[config.mk]
export PLATFORM = sky130hd
export DESIGN_NAME = bcd_scan_decoder_flat
export DESIGN_NICKNAME = d
export VERILOG_FILES = /design/src/rtl/bcd_scan_decoder_if.sv /design/src/rtl/bcd_scan_decoder.sv /design/src/flat_wrapper.sv
export SDC_FILE = /design/constraint.sdc
export NUM_CORES = 1
export LEC_CHECK = 0
export ABC_AREA = 1
export CORE_AREA = 2 2 96 70
export DETAILED_ROUTE_END_ITERATION = 16
export DIE_AREA = 0 0 98 72
export HOLD_SLACK_MARGIN = 0.02
export SYNTH_ARGS = -nofsm -noshare
export SYNTH_HDL_FRONTEND = slang
export SYNTH_SLANG_ARGS = --single-unit
[constraint.sdc]
create_clock -name clk -period 1.65 [get_ports clk]
set_input_delay 0.4125 -clock clk [delete_from_list [all_inputs] [get_ports clk]]
set_output_delay 0.4125 -clock clk [all_outputs]
set_load 0.02 [all_outputs]
[src/rtl/bcd_scan_decoder_if.sv]
// Load and display bundle of bcd_scan_decoder.
// The master drives the load/clear side; the slave (decoder) drives the display side.
interface bcd_scan_decoder_if #(
   parameter int NUM_DIGITS = 4
);
   logic                    load_valid;
   logic                    load_ready;
   logic [4*NUM_DIGITS-1:0] load_data;
   logic                    err_clr;
   logic [9:0]              dec_out;
   logic [NUM_DIGITS-1:0]   digit_sel;
   logic                    frame_last;
   logic                    invalid_digit;
   logic                    err_sticky;

   modport master (
      output load_valid, load_data, err_clr,
      input  load_ready, dec_out, digit_sel, frame_last, invalid_digit, err_sticky
   );

   modport slave (
      input  load_valid, load_data, err_clr,
      output load_ready, dec_out, digit_sel, frame_last, invalid_digit, err_sticky
   );
endinterface

[src/rtl/bcd_scan_decoder.sv]
// Time-multiplexed BCD-to-one-hot decimal decoder with a double-buffered digit word.
// Each digit is shown for DWELL cycles; non-BCD digits are flagged and latched in err_sticky.
module bcd_scan_decoder #(
   parameter int NUM_DIGITS   = 4,
   parameter int DWELL        = 4,
   parameter bit INVALID_MODE = 1'b0
) (
   input  logic              clk,
   input  logic              rst,
   bcd_scan_decoder_if.slave bus
);
   localparam int                IDX_W    = (NUM_DIGITS > 1) ? $clog2(NUM_DIGITS) : 1;
   localparam int                DW_W     = (DWELL > 1) ? $clog2(DWELL) : 1;
   localparam int                WORD_W   = 4 * NUM_DIGITS;
   localparam logic [IDX_W-1:0]  IDX_LAST = IDX_W'(NUM_DIGITS - 1);
   localparam logic [DW_W-1:0]   DW_LAST  = DW_W'(DWELL - 1);

   typedef enum logic {IDLE, SCAN} state_e;

   state_e            state_q, state_d;
   logic [WORD_W-1:0] active_q, active_d;
   logic [WORD_W-1:0] pending_q, pending_d;
   logic              pending_full_q, pending_full_d;
   logic [IDX_W-1:0]  index_q, index_d;
   logic [DW_W-1:0]   dwell_q, dwell_d;
   logic              err_q, err_d;

   logic       scanning;
   logic       dwell_last;
   logic       frame_last;
   logic       load_fire;
   logic [3:0] cur_digit;
   logic       cur_invalid;

   assign scanning    = (state_q == SCAN);
   assign dwell_last  = (dwell_q == DW_LAST);
   assign frame_last  = scanning && dwell_last && (index_q == IDX_LAST);
   assign load_fire   = bus.load_valid && !pending_full_q;
   assign cur_digit   = active_q[4*int'(index_q) +: 4];
   assign cur_invalid = (cur_digit > 4'd9);

   // State register.
   always_ff @(posedge clk or posedge rst) begin
      if (rst) begin
         state_q        <= IDLE;
         active_q       <= '0;
         pending_q      <= '0;
         pending_full_q <= 1'b0;
         index_q        <= '0;
         dwell_q        <= '0;
         err_q          <= 1'b0;
      end else begin
         // NOTE: non-blocking so every flop samples pre-edge values regardless of statement order.
         state_q        <= state_d;
         active_q       <= active_d;
         pending_q      <= pending_d;
         pending_full_q <= pending_full_d;
         index_q        <= index_d;
         dwell_q        <= dwell_d;
         err_q          <= err_d;
      end
   end

   // Next-state logic.
   always_comb begin
      // NOTE: every target gets a hold default first so no path through this block infers a latch.
      state_d        = state_q;
      active_d       = active_q;
      pending_d      = pending_q;
      pending_full_d = pending_full_q;
      index_d        = index_q;
      dwell_d        = dwell_q;
      err_d          = err_q;

      case (state_q)
         IDLE: begin
            if (load_fire) begin
               state_d  = SCAN;
               active_d = bus.load_data;
               index_d  = '0;
               dwell_d  = '0;
            end
         end
         SCAN: begin
            if (dwell_last) begin
               dwell_d = '0;
               index_d = (index_q == IDX_LAST) ? '0 : index_q + 1'b1;
            end else begin
               dwell_d = dwell_q + 1'b1;
            end
            // The active word only changes on a frame boundary; a load there bypasses pending.
            if (frame_last) begin
               if (pending_full_q) begin
                  active_d       = pending_q;
                  pending_full_d = 1'b0;
               end else if (load_fire) begin
                  active_d = bus.load_data;
               end
            end else if (load_fire) begin
               pending_d      = bus.load_data;
               pending_full_d = 1'b1;
            end
         end
         default: state_d = IDLE;
      endcase

      if (scanning && cur_invalid) begin
         err_d = 1'b1;
      end else if (bus.err_clr) begin
         err_d = 1'b0;
      end
   end

   // Output decode from registered state only.
   always_comb begin
      bus.dec_out       = '0;
      bus.digit_sel     = '0;
      bus.frame_last    = 1'b0;
      bus.invalid_digit = 1'b0;
      if (scanning) begin
         bus.digit_sel     = NUM_DIGITS'(1) << index_q;
         bus.frame_last    = frame_last;
         bus.invalid_digit = cur_invalid;
         if (cur_invalid) begin
            bus.dec_out = INVALID_MODE ? 10'h000 : 10'h3FF;
         end else begin
            bus.dec_out = 10'd1 << cur_digit;
         end
      end
   end

   assign bus.load_ready = !pending_full_q;
   assign bus.err_sticky = err_q;
endmodule

[src/flat_wrapper.sv]
// flat-port wrapper written by rule: the top's interface ports become plain ports
module bcd_scan_decoder_flat 
#(
   parameter int NUM_DIGITS   = 4,
   parameter int DWELL        = 4,
   parameter bit INVALID_MODE = 1'b0
)
  (clk, rst, bus_load_valid, bus_load_data, bus_err_clr, bus_load_ready, bus_dec_out, bus_digit_sel, bus_frame_last, bus_invalid_digit, bus_err_sticky);
  bcd_scan_decoder_if #(.NUM_DIGITS(NUM_DIGITS)) bus_i ();
  input  logic clk;
  input  logic rst;
  input wire logic [$bits(bus_i.load_valid)-1:0] bus_load_valid;
  input wire logic [$bits(bus_i.load_data)-1:0] bus_load_data;
  input wire logic [$bits(bus_i.err_clr)-1:0] bus_err_clr;
  output wire logic [$bits(bus_i.load_ready)-1:0] bus_load_ready;
  output wire logic [$bits(bus_i.dec_out)-1:0] bus_dec_out;
  output wire logic [$bits(bus_i.digit_sel)-1:0] bus_digit_sel;
  output wire logic [$bits(bus_i.frame_last)-1:0] bus_frame_last;
  output wire logic [$bits(bus_i.invalid_digit)-1:0] bus_invalid_digit;
  output wire logic [$bits(bus_i.err_sticky)-1:0] bus_err_sticky;
  assign bus_i.load_valid = bus_load_valid;
  assign bus_i.load_data = bus_load_data;
  assign bus_i.err_clr = bus_err_clr;
  assign bus_load_ready = bus_i.load_ready;
  assign bus_dec_out = bus_i.dec_out;
  assign bus_digit_sel = bus_i.digit_sel;
  assign bus_frame_last = bus_i.frame_last;
  assign bus_invalid_digit = bus_i.invalid_digit;
  assign bus_err_sticky = bus_i.err_sticky;
  bcd_scan_decoder #(.NUM_DIGITS(NUM_DIGITS), .DWELL(DWELL), .INVALID_MODE(INVALID_MODE)) u_core (.clk(clk), .rst(rst), .bus(bus_i));
endmodule
* Word level (Yosys, flattened, before mapping)
Index checks and enable logic that the tools add are counted.
** Cells by class
- Add/sub/neg operators :: 2
- Multipliers :: 0
- Divide/modulo/power cells :: 0
- Order comparisons :: 1
- Equality and inequality tests :: 5
- Shifts and indexed selects :: 3
- Multiplexer cells :: 21
- Bitwise operators :: 2
- Reductions and logical operators :: 10
** Operator list (count)
- $mux 16 :: 3
- $pmux 16 s2 :: 1
- $mux 10 :: 2
- $shiftx 16x5->4 :: 1
- $shl 1x4->10 const A :: 1
- $mux 1 :: 8
- $mux 2 :: 4
- $pmux 2 s2 :: 2
- $add 2x1->2 const B :: 2
- $eq 2x2->1 const B :: 2
- $gt 4x4->1 const B :: 1
- $logic_and 1x1->1 :: 4
- $mux 4 :: 1
- $ne 2x2->1 const B :: 2
- $reduce_and 2->1 :: 2
- $reduce_bool 2->1 :: 2
- $shl 1x2->4 const A :: 1
- $reduce_and 3->1 :: 1
- $ne 2x1->1 const B :: 1
- $not 1->1 :: 2
- $logic_not 1->1 :: 1
** Storage, ports and cells
- Register bits after elaboration :: 39
- Latch bits :: 0
- Bits in writable memories :: 0
- ROM bits :: 0
- Input bits :: 20
- Logic and storage cells :: 51
- Memories kept :: 0

* Longest topological paths before layout
Gate-level depths: netlist of the first run.
- Depth after elaboration :: 6
- Depth in mapped cells :: 11

* Worst setup path before layout of the first run
Ideal clock, no wire load.
- Path type :: register -> output
- Start :: reg u_core.index_q[0]
- End :: out bus_dec_out[0]
- Arrival :: 1.427 ns
- Data required time :: 1.237 ns
- Path slack :: -0.190 ns
- Stages on the path, launching flop included :: 10
- Buffers on the path :: 2
- Cell sequence :: dfrtp_1 > buf_4 > inv_2 > buf_4 > nand2_1 > nand3_1 > nand2_2 > a21oi_1 > nand2_2 > nand2_1
** On the way
- Word-level cells in the longest chain between the ends :: 4
- Elaborated cells on any way between the ends :: 5
- Classes of those cells :: order compare (1); shift (2); mux (2)
** RTL lines
- start: declaration :: line bcd_scan_decoder.sv:24 : logic [IDX_W-1:0] index_q, index_d;
- start signal: assignment :: line bcd_scan_decoder.sv:58 : index_q <= index_d;
- $shiftx 16x5->4 * :: line bcd_scan_decoder.sv:39 : assign cur_digit = active_q[4*int'(index_q) +: 4];
- $gt 4x4->1 / $shl 1x4->10 (equally long branches) :: line bcd_scan_decoder.sv:40, bcd_scan_decoder.sv:127
- $mux 10 * :: line bcd_scan_decoder.sv:124 : if (cur_invalid) begin
- $mux 10 * :: line bcd_scan_decoder.sv:120 : if (scanning) begin
- end: declaration :: line flat_wrapper.sv:16 : output wire logic [$bits(bus_i.dec_out)-1:0] bus_dec_out;
Every way passes the cells marked *; elsewhere a longest branch is shown, timed or not.

* Worst setup path after layout of the first run
- Start :: reg u_core.index_q[0]
- End :: out bus_dec_out[3]
The elaborated chain is that of the path after synthesis.

==> impl_metrics.py, run 1 <==
metrics = {
    "global_route": {
        "grt_pass1_vias": 2128,
        "grt_use_total_pct": 18.1,
        "grt_max_degree": 40,
        "grt-ovfl-total": 0,
        "antenna_found_initial": 0,
        "grt_pass1_wl_um": 10200,
    },
    "clock_tree": {
        "clk_latency_ps": 290,
        "cts.clk_slew.worst_paths_ps": 80,
        "cts_max_level": 2,
        "cts_num_sinks": 39,
        "cts_made_buffers": 5,
        "clock-root-buffer": "clkbuf_8",
        "clock_path_buffers": 2,
        "tritoncts": "yes",
    },
    "power": {
        "worst_ir_drop_vdd_mv": 0.326,
        "p_leak_nw": 1.70,
        "power_mw": 1.70,
        "powerDensity_nw_per_um2": 466,
    },
    "floorplan": {
        "start_util_pct": 34.4,
        "io-pin-count": 38,
        "die-area_um2": 7060,
        "dieWidth_um": 98,
        "die_height_um": 72,
        "coreArea_um2": 6100,
        "row_count": 24,
    },
    "placement": {
        "gp_congestion": 0.889,
        "dp.final_hpwl_um": 3840,
        "portBuffers": 37,
        "dpl.cell_count": 416,
        "dpl_cell_area_um2": 2890,
    },
    "detailed_routing": {
        "wl_um": 6520,
        "ant_nets": 0,
        "drc_errors": 0,
        "viasPerCell": 5.03,
        "drtPass1Iterations": 4,
        "post_drt_wl_per_cell_um": 14.7,
        "drtIter0Drc": 87,
        "vias": 2228,
    },
    "cells_and_area": {
        "drive_gt1_share_pct": 52.1,
        "synthToLayoutAreaGrowth_pct": 73.7,
        "final_cell_count_no_fill": 443,
        "layout.nets": 390,
        "insertedDiodeCount": 0,
        "post-route-util_pct": 59.8,
        "final_cell_mix": "nand2_2, dfrtp_1, buf_4, nand2_1, buf_6",
        "stdcell_area_um2": 3640,
    },
    "sta": {
        "slew_viol_final": 0,
        "tightest_slew_ps": 300,
        "worst_slack_ps": -432,
        "slew_headroom_pct": 79.9,
        "fin_crit_sh_pct": 126,
        "skew_ps": 5.08,
        "rsz0062_at_grt": "true",
        "finalHoldViolations": 0,
        "clock.fmax_mhz": 480,
        "setup_viol": 49,
        "min_period_ps": 2080,
        "setup_tns_ps": -16140,
    },
    "logic_synthesis": {
        "syn-num-nets": 302,
        "ys_seq_area_share_pct": 46.5,
        "synth_warnings": 0,
        "syn_inst": 277,
        "ys_ff_latch": 39,
        "ys_types": 21,
        "syn_area_um2": 2100,
        "synth_top_area_cell": "dfrtp_1",
        "syn_avg_cell_area_um2": 7.57,
        "yosys.area.top_type_share_pct": 46.5,
        "netlist_top_cells_area": "dfrtp_1, nand2_1, nand3_1",
    },
    "critical_path": {
        "critPathCaptureType": "output port",
        "critical_path_arrival_ps": 1670,
        "timing.rr.start": "u_core.index_q[0]$_DFFE_PP0P_",
        "r2r_setup_slack_ps": -370,
        "path_class": "flop to output port",
        "cp-start-kind": "flop",
        "reg2reg_to": "u_core.pending_q[3]$_DFFE_PP0P_",
        "required_ps": 1240,
        "reg2reg_depth": 14,
        "crit_fanout": 6,
    },
    "run": {
        "max_cap_violations": 0,
    },
    "status": {
        "violations": "negative setup slack",
        "status": "finished, violations left",
    },
    "min_path": {
        "holdCritPathClass": "input pin to async pin",
    },
}
## stage by stage
| step | setup slack, ps | hold slack [ps] |
|---|---|---|
| final | -432 | 470 |
| after global routing | -519 | 505 |
| after CTS | -438 | 481 |
| after detailed placement | -684 | 459 |
| after global placement | -641 | 455 |
| after floorplan | -188 | 442 |
## kinds of logic after synthesis
group                      after synthesis  synth area share, %
buffers and inverters                   49                 9.36
and+or+nand+nor                        127                 25.8
AOI/OAI and AO/OA                       57                 15.3
adders and majority gates                5                 2.98
DFF                                     39                 46.5
## what timing repair did
| action | CTS | global route |
|---|---|---|
| pin swaps | 10 | 17 |
| resized for setup | 165 | 74 |
| buffers inserted | 12 | 3 |
| setup endpoints to repair | 51 | 49 |
| cloned | 5 | 1 |
| hold buffers | 0 | 0 |
## how the worst max path moves through the flow
stage,from,to,cells past startpoint
CTS,u_core.index_q[0]$_DFFE_PP0P_,bus_dec_out[1],10
global placement,u_core.index_q[0]$_DFFE_PP0P_,bus_dec_out[0],9
detailed placement,u_core.index_q[0]$_DFFE_PP0P_,bus_dec_out[6],10
floorplan,u_core.index_q[0]$_DFFE_PP0P_,bus_dec_out[0],9
global route,u_core.index_q[1]$_DFFE_PP0P_,bus_dec_out[0],9
finish,u_core.index_q[0]$_DFFE_PP0P_,bus_dec_out[3],10
## state kept, by name, indices dropped and copies added, names as in the netlist
name	flops
u_core.dwell_q	2
u_core.active_q	16
u_core.bus.err_sticky	1
u_core.scanning	1
u_core.index_q	2
u_core.pending_q	16
u_core.pending_full_q	1
## per-layer routing
metal,vias up,GRT usage [%],wire [um]
li1,1075,-,-
met2,58,27.4,2990
met1,1082,26.2,3120
met3,13,4.62,338
met5,-,0,0
met4,0,4.17,64
## worst max-delay path, cell delays in order (launching register included)
cell and delay, ps:
dfrtp_1 400, buf_6 160, inv_8 70, nand2_2 50, nand3_2 80, nand2_4 70, a21oi_4 160, nand2_4 90
buf_6 150, nand2_4 50, buf_6 110
## synthesized netlist by cell type (all sizes together)
| master | instances |
|---|---|
| dfrtp | 39 |
| a21oi | 5 |
| inv | 37 |
| o22ai | 17 |
| o21ai | 34 |
| nor2 | 9 |
| clkbuf | 6 |
| nand3 | 30 |
| ha | 5 |
| nand2 | 88 |
| buf | 5 |
| a22o | 1 |
| clkinv | 1 |
## where the power goes
group	switching, mW	internal (mW)	total, mW
clock	0.338	0.328	0.666
combinational	0.0328	0.0466	0.0794
sequential	0.0000000000000000482	0.955	0.955
## layout make-up
type / count / area [um^2]
clock inverter: 1 / 5.00
tap: 78 / 97.6
fill: 533 / 2450
sequential: 39 / 976
inverter: 38 / 156
timing repair buffer: 89 / 915
clock buffer: 6 / 82.6
timing repair inverter: 1 / 6.26
multi-input combinational: 191 / 1410
Power figures use the tool's default switching activity.
==> run 2: changes to the inputs <==
==> constraint.sdc (replaced) <==
create_clock -name clk -period 1.75 [get_ports clk]
set_input_delay 0.4375 -clock clk [delete_from_list [all_inputs] [get_ports clk]]
set_output_delay 0.4375 -clock clk [all_outputs]
set_load 0.02 [all_outputs]
==> run 2 against run 1 <==
  * The run still ends with negative setup slack left
  * Die area stayed put
  * Register-to-register slack gained 380 ps
  * Final cell count increased by 1.1%
  * First-iteration DRC count fell by 23%
  * Via count shrank 2.7%
  * Sequential power decreased by 5.8%
  * Routed wire length decreased by 6.2%
  * Clock power fell by 11%
  * Clock skew fell by 1.4 ps
  * Combinational power decreased by 5.9%
  * Critical path depth down 1
  * Worst setup slack better by 33 ps
  * Critical endpoint is now bus_dec_out[6]
==> impl_metrics.py, run 2 (synthesis results as in run 1) <==
metrics = {
    "status": {
        "status": "finished, violations left",
        "violations": "negative setup slack",
    },
    "power": {
        "p_leak_nw": 1.67,
        "p_clk_share_pct": 37.8,
        "comb_power_share_pct": 4.8,
        "powerDensity_nw_per_um2": 449,
        "seq_power_share_pct": 57.4,
        "switching_share_pct": 21.9,
        "worst_ir_drop_vdd_mv": 0.363,
        "power_switching_uw": 344,
        "p_int_mw": 1.22,
    },
    "critical_path": {
        "crit_fanout": 8,
        "cp-start-kind": "flop",
        "path_class": "flop to output port",
        "r2r_setup_slack_ps": 10,
        "path_common_cell": "nand2_4",
        "slowest_delay_ps": 470,
        "path_cells": "clkinv_4 > nand2_1 > nand3_2 > nand2_4 > buf_4 > nor2_4 > nand2_2 > nand2_4 > buf_6",
        "reg2reg_depth": 10,
        "required_ps": 1310,
        "slowest_stage": "dfrtp_2",
        "critPathCaptureType": "output port",
        "critical_path_arrival_ps": 1710,
    },
    "detailed_routing": {
        "vias": 2167,
        "post_drt_wl_per_cell_um": 13.6,
        "ant_nets": 0,
        "viasPerCell": 4.84,
        "drtPass1Iterations": 4,
        "drc_errors": 0,
        "drtIter0Drc": 67,
        "wl_um": 6110,
    },
    "cells_and_area": {
        "synthToLayoutAreaGrowth_pct": 66.6,
        "layout.nets": 394,
        "final_cell_mix": "nand2_1, buf_4, dfrtp_1, inv_1",
        "insertedDiodeCount": 0,
        "drive_gt1_share_pct": 45.7,
        "final_common_cell": "nand2_1",
        "fillers": 547,
        "top_regs": "u_core.active_q x16, u_core.pending_q x16",
    },
    "global_route": {
        "grt-ovfl-total": 0,
        "grt_max_degree": 40,
        "antenna_found_initial": 0,
        "grt_use_total_pct": 17.1,
        "grt_pass1_vias": 2107,
        "grt_pass1_wl_um": 9830,
    },
    "clock_tree": {
        "tritoncts": "yes",
        "cts_num_sinks": 39,
        "cts_max_level": 2,
        "cts_made_buffers": 5,
        "clock-root-buffer": "clkbuf_8",
        "clock_path_buffers": 2,
        "cts.clk_slew.worst_paths_ps": 70,
        "clk_latency_ps": 290,
        "cts_hold_buffers": 0,
    },
    "sta": {
        "clock.fmax_mhz": 465,
        "slew_viol_final": 0,
        "worst_slack_ps": -398,
        "min_period_ps": 2150,
        "skew_ps": 3.70,
        "fin_crit_sh_pct": 123,
        "slew_headroom_pct": 83.0,
        "rsz0062_at_grt": "true",
        "setup_viol": 16,
        "tightest_slew_ps": 252,
        "finalHoldViolations": 0,
        "holdWs_ps": 481,
    },
    "floorplan": {
        "coreArea_um2": 6100,
        "die-area_um2": 7060,
        "dieWidth_um": 98,
        "io-pin-count": 38,
        "start_util_pct": 34.4,
        "die_height_um": 72,
        "row_count": 24,
    },
    "placement": {
        "place_ws_ps": -652,
        "gp_congestion": 0.904,
        "portBuffers": 37,
        "dp.final_hpwl_um": 4010,
    },
    "min_path": {
        "whs_path_depth": 2,
        "holdCritPathClass": "flop to flop",
    },
    "run": {
        "max_cap_violations": 0,
    },
}
==> run 2: worst paths after layout <==
check	start	endpoint
max reg2reg	u_core.index_q[0]$_DFFE_PP0P_	u_core.active_q[4]$_DFFE_PP0P_
min in group asynchronous	rst	u_core.dwell_q[1]$_DFFE_PP0P_
max in group asynchronous	rst	u_core.index_q[0]$_DFFE_PP0P_
max	u_core.index_q[0]$_DFFE_PP0P_	bus_dec_out[6]
min	u_core.pending_q[6]$_DFFE_PP0P_	u_core.pending_q[6]$_DFFE_PP0P_
min reg2reg	u_core.pending_q[6]$_DFFE_PP0P_	u_core.pending_q[6]$_DFFE_PP0P_
==> run 2: through the flow <==
step / area, um^2 / cells / util (%) / power [mW] / TNS [ps]
after floorplan: 2180 / 277 / - / 0.934 / -902
after global placement: 2940 / 423 / 48.3 / 0.994 / -11170
after detailed placement: 2940 / 423 / 48.3 / 0.995 / -12770
after CTS: 3220 / 439 / 52.8 / 1.58 / -4420
after global routing: 3500 / 448 / 57.3 / 1.62 / -7210
final: 3500 / 448 / 57.3 / 1.57 / -4810
==> run 2: worst max-delay path, delay by kind of cell, from the launching register on <==
kind,cells,cell delay [ps]
flops,1,470
simple gates,6,580
buf+inv,3,380
==> run 2: metal layers <==
metal | routed length [um] | share of wire [%] | global-route usage (%)
met1 | 2950 | 48 | 24.5
met5 | 0 | 0 | 0
met3 | 202 | 3.3 | 3.95
met4 | 60 | 0.98 | 4.32
met2 | 2900 | 47 | 26.3
==> run 2: final cells by class <==
| class | instances | area, um^2 | share of cell area, % |
|---|---|---|---|
| Multi-Input combinational cell | 189 | 1290 | 36.9 |
| Sequential cell | 39 | 978 | 28.0 |
| Clock inverter | 1 | 5.00 | 0.143 |
| Clock buffer | 7 | 76.3 | 2.18 |
| Inverter | 38 | 150 | 4.29 |
| Timing Repair Buffer | 96 | 897 | 25.7 |
| Tap cell | 78 | 97.6 | 2.79 |
==> run 2: power by group through the flow <==
stage	logic [mW]	clock network [mW]	registers (mW)
2_1_floorplan	0.0154	0	0.918
3_3_place_gp	0.0759	0	0.918
3_5_place_dp	0.0764	0	0.918
4_1_cts	0.0767	0.600	0.900
5_1_grt	0.0819	0.643	0.900
6_report	0.0747	0.593	0.900
==> run 2: repair_timing <==
action | in CTS | in global routing
resized for setup | 137 | 56
setup buffers | 8 | 10
endpoints found under the setup margin | 50 | 49
pin swaps | 10 | 24
